## src/rtl/sine_seq_pkg.sv

```systemverilog
// Shared types and default widths for the sine ROM sequencer.
package sine_seq_pkg;

    localparam int unsigned DEF_ADDR_WIDTH  = 6;
    localparam int unsigned DEF_DATA_WIDTH  = 32;
    localparam int unsigned DEF_PHASE_WIDTH = 16;
    localparam int unsigned BURST_LEN_WIDTH = 16;

    typedef enum logic [2:0] {
        IDLE,
        ARMED,
        READ,
        CAPTURE,
        HOLD
    } state_e;

endpackage

```

## src/rtl/sine_rom_sequencer_if.sv

```systemverilog
// ROM read port plus downstream sample valid/ready handshake.
interface sine_rom_sequencer_if
    import sine_seq_pkg::*;
#(
    parameter int ADDR_WIDTH = DEF_ADDR_WIDTH,
    parameter int DATA_WIDTH = DEF_DATA_WIDTH
);

    logic                  rom_en;
    logic [ADDR_WIDTH-1:0] rom_address;
    logic [DATA_WIDTH-1:0] rom_data;
    logic [DATA_WIDTH-1:0] sample_data;
    logic                  sample_valid;
    logic                  sample_ready;

    modport master (
        output rom_en, rom_address, sample_data, sample_valid,
        input  rom_data, sample_ready
    );

    modport slave (
        input  rom_en, rom_address, sample_data, sample_valid,
        output rom_data, sample_ready
    );

endinterface

```

## src/rtl/sine_rom_sequencer_phase_acc.sv

```systemverilog
// Phase accumulator: clearable, adds the step when enabled, wraps modulo 2^PHASE_WIDTH.
module phase_acc
    import sine_seq_pkg::*;
#(
    parameter int PHASE_WIDTH = DEF_PHASE_WIDTH,
    parameter int ADDR_WIDTH  = DEF_ADDR_WIDTH
) (
    input  logic                   clk,
    input  logic                   rst_n,
    input  logic                   i_clear,
    input  logic                   i_en,
    input  logic [PHASE_WIDTH-1:0] i_step,
    output logic [ADDR_WIDTH-1:0]  o_addr
);

    logic [PHASE_WIDTH-1:0] r_phase;

    // NOTE: flops use non-blocking (<=) so every register samples pre-edge values.
    always_ff @(posedge clk or negedge rst_n) begin
        if (!rst_n) begin
            r_phase <= '0;
        end else if (i_clear) begin
            r_phase <= '0;
        end else if (i_en) begin
            r_phase <= r_phase + i_step;
        end
    end

    assign o_addr = r_phase[PHASE_WIDTH-1 -: ADDR_WIDTH];

endmodule

```

## src/rtl/sine_rom_sequencer.sv

```systemverilog
// Tick-driven sine ROM read sequencer with valid/ready sample output.
// Optional burst mode (burst_len / done) enabled by defining SINE_BURST_EN.
module sine_rom_sequencer
    import sine_seq_pkg::*;
#(
    parameter int ADDR_WIDTH  = DEF_ADDR_WIDTH,
    parameter int DATA_WIDTH  = DEF_DATA_WIDTH,
    parameter int PHASE_WIDTH = DEF_PHASE_WIDTH
) (
    input  logic                   clk,
    input  logic                   rst_n,
    input  logic                   i_start,
    input  logic                   i_stop,
    input  logic                   i_tick,
    input  logic [PHASE_WIDTH-1:0] i_step,
`ifdef SINE_BURST_EN
    input  logic [BURST_LEN_WIDTH-1:0] i_burst_len,
    output logic                       o_done,
`endif
    output logic                   o_busy,
    output logic                   o_overrun,
    sine_rom_sequencer_if.master   bus
);

    state_e                r_state;
    state_e                w_next_state;
    logic                  r_stop_pending;
    logic                  r_overrun;
    logic                  r_rom_en;
    logic [ADDR_WIDTH-1:0] r_rom_address;
    logic [DATA_WIDTH-1:0] r_sample_data;
    logic                  r_sample_valid;
    logic                  r_busy;

    logic                  w_start_acc;
    logic                  w_in_flight;
    logic                  w_handshake;
    logic                  w_stop_seen;
    logic                  w_burst_last;
    logic                  w_rom_en_nxt;
    logic                  w_sample_valid_nxt;
    logic                  w_busy_nxt;
    logic [ADDR_WIDTH-1:0] w_phase_addr;

    assign w_start_acc = (r_state == IDLE) && i_start && !i_stop;
    assign w_in_flight = (r_state == READ) || (r_state == CAPTURE) || (r_state == HOLD);
    assign w_handshake = (r_state == HOLD) && r_sample_valid && bus.sample_ready;
    assign w_stop_seen = r_stop_pending || i_stop;

    phase_acc #(
        .PHASE_WIDTH (PHASE_WIDTH),
        .ADDR_WIDTH  (ADDR_WIDTH)
    ) u_phase_acc (
        .clk     (clk),
        .rst_n   (rst_n),
        .i_clear (w_start_acc),
        .i_en    (r_state == READ),
        .i_step  (i_step),
        .o_addr  (w_phase_addr)
    );

    always_ff @(posedge clk or negedge rst_n) begin
        if (!rst_n) begin
            r_state <= IDLE;
        end else begin
            r_state <= w_next_state;
        end
    end

    // NOTE: default assignment first keeps this block free of inferred latches.
    always_comb begin
        w_next_state = r_state;
        case (r_state)
            IDLE:    if (i_start && !i_stop) w_next_state = ARMED;
            ARMED: begin
                if (i_stop)      w_next_state = IDLE;
                else if (i_tick) w_next_state = READ;
            end
            READ:    w_next_state = CAPTURE;
            CAPTURE: w_next_state = HOLD;
            HOLD: begin
                if (w_handshake) begin
                    if (w_stop_seen || w_burst_last) w_next_state = IDLE;
                    else                             w_next_state = ARMED;
                end
            end
            default: w_next_state = IDLE;
        endcase
    end

    // Outputs are decoded from the next state and registered, so each is glitch-free.
    always_comb begin
        w_rom_en_nxt       = (w_next_state == READ);
        w_sample_valid_nxt = (w_next_state == HOLD);
        w_busy_nxt         = (w_next_state != IDLE);
    end

    always_ff @(posedge clk or negedge rst_n) begin
        if (!rst_n) begin
            r_rom_en       <= 1'b0;
            r_rom_address  <= '0;
            r_sample_data  <= '0;
            r_sample_valid <= 1'b0;
            r_busy         <= 1'b0;
        end else begin
            r_rom_en       <= w_rom_en_nxt;
            r_sample_valid <= w_sample_valid_nxt;
            r_busy         <= w_busy_nxt;
            if (w_rom_en_nxt) r_rom_address <= w_phase_addr;
            if (r_state == CAPTURE) r_sample_data <= bus.rom_data;
        end
    end

    // A stop arriving mid-sample is remembered so the sample still completes.
    always_ff @(posedge clk or negedge rst_n) begin
        if (!rst_n) begin
            r_stop_pending <= 1'b0;
            r_overrun      <= 1'b0;
        end else begin
            if (r_state == IDLE)            r_stop_pending <= 1'b0;
            else if (i_stop && w_in_flight) r_stop_pending <= 1'b1;

            if (w_start_acc)                r_overrun <= 1'b0;
            else if (i_tick && w_in_flight) r_overrun <= 1'b1;
        end
    end

`ifdef SINE_BURST_EN
    logic [BURST_LEN_WIDTH-1:0] r_burst_len;
    logic [BURST_LEN_WIDTH-1:0] r_burst_cnt;
    logic                       r_done;

    always_ff @(posedge clk or negedge rst_n) begin
        if (!rst_n) begin
            r_burst_len <= '0;
            r_burst_cnt <= '0;
            r_done      <= 1'b0;
        end else begin
            r_done <= w_handshake && w_burst_last;
            if (w_start_acc) begin
                r_burst_len <= i_burst_len;
                r_burst_cnt <= '0;
            end else if (w_handshake) begin
                r_burst_cnt <= r_burst_cnt + 16'd1;
            end
        end
    end

    // A zero length never matches, giving unlimited generation.
    assign w_burst_last = (r_burst_len != '0) && (r_burst_cnt == r_burst_len - 16'd1);
    assign o_done       = r_done;
`else
    assign w_burst_last = 1'b0;
`endif

    assign bus.rom_en       = r_rom_en;
    assign bus.rom_address  = r_rom_address;
    assign bus.sample_data  = r_sample_data;
    assign bus.sample_valid = r_sample_valid;
    assign o_busy           = r_busy;
    assign o_overrun        = r_overrun;

endmodule

```

## src/flat_wrapper.sv

```systemverilog
// flat-port wrapper written by rule: the top's interface ports become plain ports
module sine_rom_sequencer_flat import sine_seq_pkg::*;
#(
    parameter int ADDR_WIDTH  = DEF_ADDR_WIDTH,
    parameter int DATA_WIDTH  = DEF_DATA_WIDTH,
    parameter int PHASE_WIDTH = DEF_PHASE_WIDTH
)
  (clk, rst_n, i_start, i_stop, i_tick, i_step, o_busy, o_overrun, bus_rom_en, bus_rom_address, bus_sample_data, bus_sample_valid, bus_rom_data, bus_sample_ready);
  sine_rom_sequencer_if #(.ADDR_WIDTH(ADDR_WIDTH), .DATA_WIDTH(DATA_WIDTH)) bus_i ();
  input  logic clk;
  input  logic rst_n;
  input  logic i_start;
  input  logic i_stop;
  input  logic i_tick;
  input  logic [PHASE_WIDTH-1:0] i_step;
  output logic o_busy;
  output logic o_overrun;
  output wire logic [$bits(bus_i.rom_en)-1:0] bus_rom_en;
  output wire logic [$bits(bus_i.rom_address)-1:0] bus_rom_address;
  output wire logic [$bits(bus_i.sample_data)-1:0] bus_sample_data;
  output wire logic [$bits(bus_i.sample_valid)-1:0] bus_sample_valid;
  input wire logic [$bits(bus_i.rom_data)-1:0] bus_rom_data;
  input wire logic [$bits(bus_i.sample_ready)-1:0] bus_sample_ready;
  assign bus_rom_en = bus_i.rom_en;
  assign bus_rom_address = bus_i.rom_address;
  assign bus_sample_data = bus_i.sample_data;
  assign bus_sample_valid = bus_i.sample_valid;
  assign bus_i.rom_data = bus_rom_data;
  assign bus_i.sample_ready = bus_sample_ready;
  sine_rom_sequencer #(.ADDR_WIDTH(ADDR_WIDTH), .DATA_WIDTH(DATA_WIDTH), .PHASE_WIDTH(PHASE_WIDTH)) u_core (.clk(clk), .rst_n(rst_n), .i_start(i_start), .i_stop(i_stop), .i_tick(i_tick), .i_step(i_step), .o_busy(o_busy), .o_overrun(o_overrun), .bus(bus_i));
endmodule
```

## config.mk

```make
export PLATFORM = sky130hd
export DESIGN_NAME = sine_rom_sequencer_flat
export DESIGN_NICKNAME = d
export VERILOG_FILES = /design/src/rtl/sine_seq_pkg.sv /design/src/rtl/sine_rom_sequencer_if.sv /design/src/rtl/sine_rom_sequencer_phase_acc.sv /design/src/rtl/sine_rom_sequencer.sv /design/src/flat_wrapper.sv
export SDC_FILE = /design/constraint.sdc
export NUM_CORES = 1
export LEC_CHECK = 0
export CAP_MARGIN = 5
export CELL_PAD_IN_SITES_DETAIL_PLACEMENT = 0
export CELL_PAD_IN_SITES_GLOBAL_PLACEMENT = 1
export CORE_ASPECT_RATIO = 1.75
export CORE_UTILIZATION = 30
export CTS_CLUSTER_SIZE = 25
export DETAILED_ROUTE_END_ITERATION = 8
export PLACE_DENSITY = 0.79
export SKIP_CTS_REPAIR_TIMING = 1
export SYNTH_ARGS = -nofsm -noshare
export SYNTH_HDL_FRONTEND = slang
export SYNTH_SLANG_ARGS = --single-unit
```

## constraint.sdc

```tcl
create_clock -name clk -period 3.9 [get_ports clk]
set_clock_uncertainty 0.15 [all_clocks]
set_input_delay 0.585 -clock clk [delete_from_list [all_inputs] [get_ports clk]]
set_output_delay 0.585 -clock clk [all_outputs]
set_load 0.02 [all_outputs]
```

; Yosys cells after proc, flatten, opt, wreduce, memory -nomap -nowiden
; Cells that the tools add are included.
[classes]
n_addsub = 1
eq_ne = 6
n_mux = 12
n_reduce_logical = 16
[ops]
columns = op, n
row1 = 2-to-1 mux 16 bit, 2
row2 = adder 16 bit, 1
row3 = case mux 3 bit (5 select lines), 1
row4 = 2-to-1 mux 3 bit, 4
row5 = "equality test 3 x 2 -> 1 bit, second input constant", 3
row6 = logical AND 1 bit, 7
row7 = "equality test 3 bit, second input constant", 2
row8 = nonzero test 2 bit, 3
row9 = 2-to-1 mux 1 bit, 5
row10 = "equality test 3 x 1 -> 1 bit, second input constant", 1
row11 = logical NOT 3 bit, 1
row12 = logical OR 1 bit, 3
row13 = nonzero test 3 bit, 1
row14 = logical NOT 1 bit, 1
[word_totals]
ff_bits = 62
in_bits = 54
out_inout_bits = 42
elab_cells = 44

; Depth between registers and ports, before layout
[logic_depth]
ltp_word = 6
mapped_depth = 9
mapped_depth_nobuf = 9

; Cells and area by module
; From an unflattened synthesis, not the netlist that was laid out.
[hier_totals]
cells_unflattened = 279
area_unflattened_um2 = 3415.8
[modules_own_cells]
columns = mod, instances, cells_per_inst, area_per_inst_um2, seq_area_each_um2
row1 = sine_rom_sequencer, 1, 119, 1906.8, 1151.1
row2 = phase_acc, 1, 160, 1508.9, 400.4

; Least setup slack after synthesis
; Ideal clock, no wire load.
[synth_path]
path_kind = in2reg
startpoint = input i_step[0]
endpoint = register u_core.u_phase_acc.r_phase[14]
setup_time_ps = 122
arrival_time_ps = 2303
t_required_ps = 3628
setup_slack_ps = 1326
cell_stages = 9
path_buffers = 0
cell_sequence = ha_1 -> inv_1 -> fa_1 -> nor2b_4 -> o31ai_4 -> a311o_1 -> a211oi_2 -> o21ai_1 -> a32o_1
[synth_via]
elab_chain_cells = 3
[synth_lines]
columns = element, line
row1 = from (decl), flat_wrapper.sv:15  ; input logic [PHASE_WIDTH-1:0] i_step;
row2 = adder 16 bit, sine_rom_sequencer_phase_acc.sv:25  ; r_phase <= r_phase + i_step;
row3 = 2-to-1 mux 16 bit, sine_rom_sequencer_phase_acc.sv:24  ; end else if (i_en) begin
row4 = 2-to-1 mux 16 bit, sine_rom_sequencer_phase_acc.sv:22  ; end else if (i_clear) begin
row5 = to (signal assigned), sine_rom_sequencer_phase_acc.sv:25
row6 = to (decl), sine_rom_sequencer_phase_acc.sv:16  ; logic [PHASE_WIDTH-1:0] r_phase;
; No other way between the ends. The select of a mux whose other input is x is not followed.
; A chain may end at the register's enable or synchronous reset.

; Final worst setup path
; Same ends and word-level chain as after synthesis.

==> flow_metrics.py <==
metrics = {
    "logic_synthesis": {
        "synthesis.area_per_instance_sq_um": 11.7,
        "area_fraction_in_and_or_nand_and_nor_cells_after_synthesis": 0.0981,
        "netlist_top_cells_area": "dfrtp_1, mux2_2, ha_1, nand2_1, a21oi_1",
        "synth-seq-area-share": 0.511,
        "yosysMostFrequentCell": "dfrtp_1",
        "ys_top_cells_by_count": "dfrtp_1, mux2_2, nand2_1, ha_1, a21oi_1",
        "synth.mux.area_fraction": 0.141,
        "count_of_mapped_cells_out_of_synthesis": 259,
        "synth-adder-area-share": 0.0684,
        "mappedNetlistArea_sq_mm": 0.00304,
        "syn-num-nets": 329,
        "async_flop_share": 1.00,
        "yosys_most_used_dff": "dfrtp_1",
        "yosys.cell_types.count": 42,
        "post_synth_top_area_cell": "dfrtp_1",
        "synth_xor_xnor_area_share": 0.0289,
        "combinational_family_with_the_most_area_after_synthesis": "multiplexers",
        "synth_warnings": 0,
        "synthDominantCellAreaShare": 0.511,
        "synth_seq_cells": 62,
        "synth-edff-count": 0,
        "synth_compound_gate_area_share": 0.132,
    },
    "global_routing": {
        "grt_pass1_wl_microns": 11600,
        "grt_remaining_overflow": 0,
        "gr-usage-all-layers": 0.147,
        "first_global_vias": 2505,
        "grt_antenna_before_repair": 0,
        "grt_start_max_net_pins": 47,
    },
    "setup_path": {
        "crit_type": "input pin to flop",
        "worstPathCellList": "clkdlybuf4s50_1, ha_1, inv_1, fa_1, nor2b_4, o31ai_4, a311o_1, a211oi_2, o21ai_1, a32o_1",
        "critical_path.max_stage_delay_ns": 0.47,
        "critical_path_required_ns": 3.96,
        "length_in_cells_of_the_worst_reg_to_reg_path": 9,
        "critPathArrivalTime_ns": 2.92,
        "endpoint_kind": "flop",
        "critical_path.max_fanout": 4,
        "start_kind": "input pin",
        "slowest_stage": "clkdlybuf4s50_1",
    },
    "layout": {
        "area.sequential_sq_mm": 0.00155,
        "multiInputGateArea_sq_mm": 0.00142,
        "syn_to_final_growth_pct": 47.4,
        "fillCellCount": 935,
        "ratio_of_cells_with_drive_above_1_in_the_final_layout": 0.178,
        "num_antenna_cells": 0,
        "post-route-cell-area_sq_mm": 0.00447,
        "final_net_count": 430,
    },
    "sta": {
        "fin_hold_ws_ns": 0.293,
        "max_freq_mhz": 349,
        "maxSlewHeadroom": 0.316,
        "layout_min_cycle_time_ns": 2.86,
        "timing.final.setup_violations": 0,
        "slew_violations": 0,
        "hold_violations": 0,
        "timing_worst_slew_pin_value_ns": 1.03,
        "final_min_period_over_clock_period": 0.734,
        "rsz0062_at_grt": "false",
        "totalNegativeSetupSlack_ns": 0,
    },
    "routing": {
        "detailedRoute.firstIterationViolations": 66,
        "route.vias.total": 2365,
        "dr_wl_met3_microns": 405,
        "totalWireLength_microns": 7330,
        "top_routing_layer_used": "met4",
        "met2_length_microns": 4080,
        "detail_route.first_pass.iterations": 4,
        "met1_length_microns": 2690,
        "detail-route-antenna-nets": 0,
        "drc_errors": 0,
        "vias_per_cell": 4.83,
        "routedWlPerCell_microns": 15.0,
    },
    "placement": {
        "final_hpwl_from_detailed_placement_microns": 5600,
        "place.port_buffers": 95,
        "post_dp_cell_area_sq_mm": 0.00413,
        "gp_weighted_congestion": 0.892,
    },
    "clock_network": {
        "clock_tree.htree_level_count": 3,
        "clock_slew_at_reported_path_ffs_ns": 0.05,
        "clock_sink_count": 62,
        "buffer_type_at_the_clock_tree_root": "clkbuf_16",
        "clockBufferDepth": 2,
        "cts_buffers": 9,
        "tritoncts_clock_tree": "yes",
        "insertion_delay_ns": 0.32,
    },
    "floorplan": {
        "placeableCoreArea_sq_mm": 0.00985,
        "io_pins": 96,
        "floorplan.initialDensity": 0.308,
        "row_count": 48,
        "chipHeight_microns": 135,
        "die-width_microns": 78.0,
        "die-area_sq_mm": 0.0105,
    },
    "power": {
        "power_w": 0.00369,
        "power.static_leakage_nw": 1.95,
        "pwr_density_cell_mw_per_mm2": 824,
        "vdd.ir_drop.worst_uv": 287,
    },
    "hold_path": {
        "min-delay-path-class": "input pin to asynchronous set/reset pin",
    },
    "outcome": {
        "status": "completed",
    },
    "flow_run": {
        "drv_cap": 0,
    },
}
## per-stage QoR
stage          setup WS, ns  utilization  instances
6_report               1.04        0.454        490
5_1_grt               0.910        0.454        490
4_1_cts                1.04        0.454        490
3_5_place_dp          0.703        0.419        474
3_3_place_gp          0.724        0.419        474
2_1_floorplan          1.33            -        259
## layer usage
metal	vias to the layer above	global-route usage
met3	13	0.0378
met1	1122	0.143
met4	0	0.0751
met2	84	0.279
met5	-	0
li1	1146	-
## registers in the layout, indices dropped and copies added, names as in the netlist, 3 cells and up
name                        flops
u_core.bus.rom_address          6
u_core.bus.sample_data         32
u_core.r_state                  3
u_core.u_phase_acc.r_phase     16
## worst paths after layout
check                                              start                              to  slack [ns]
setup / recovery                               i_step[0]  u_core.u_phase_acc.r_phase[14]        1.04
hold / removal                                     rst_n      u_core.bus.sample_data[20]        0.29
setup reg to reg           u_core.u_phase_acc.r_phase[0]  u_core.u_phase_acc.r_phase[14]        1.42
hold reg to reg            u_core.u_phase_acc.r_phase[6]   u_core.u_phase_acc.r_phase[6]        0.34
max in group asynchronous                          rst_n       u_core.bus.rom_address[4]        2.47
min in group clk           u_core.u_phase_acc.r_phase[6]   u_core.u_phase_acc.r_phase[6]        0.34
## cells in the final DEF, fill, tap and decap left out, types with 6 or more instances in the layout
cell and instances:
a21oi_1 12, clkbuf_16 9, clkdlybuf4s50_1 94, dfrtp_1 62, ha_1 15, inv_1 7
mux2_2 38, nand2_1 28, nor2_1 10, o21ai_0 11, xor2_1 6
## critical path, delay by kind of cell
kind	cells	cell delay, ns
AOI/OAI and AO/OA	5	1.02
adders and majority gates	2	0.62
buffers and inverters	2	0.54
and+or+nand+nor	1	0.16
## cell families (layout without fill, tap and decap cells)
| group | Yosys count | after routing |
|---|---|---|
| buffers and inverters | 15 | 121 |
| adder cells (fa/ha/maj) | 16 | 16 |
| multiplexers | 38 | 38 |
| XOR/XNOR | 10 | 10 |
| AND/OR/NAND/NOR | 61 | 61 |
| AO/OA/AOI/OAI | 57 | 57 |
| flip-flops | 62 | 62 |
## final cells by class
type	instances	share of cell area
Tap cell	125	0.0350
Sequential cell	62	0.347
Inverter	7	0.00587
Timing Repair Buffer	98	0.217
Multi-Input combinational cell	182	0.318
Clock buffer	10	0.0534
Clock inverter	6	0.0243
## where the power goes
group	total, W	switching [W]	internal (W)
Sequential	0.00110	0.000161	0.000938
Combinational	0.00167	0.000832	0.000842
Clock	0.000916	0.000276	0.000639
Note: power is estimated with default switching activity, not from simulation.
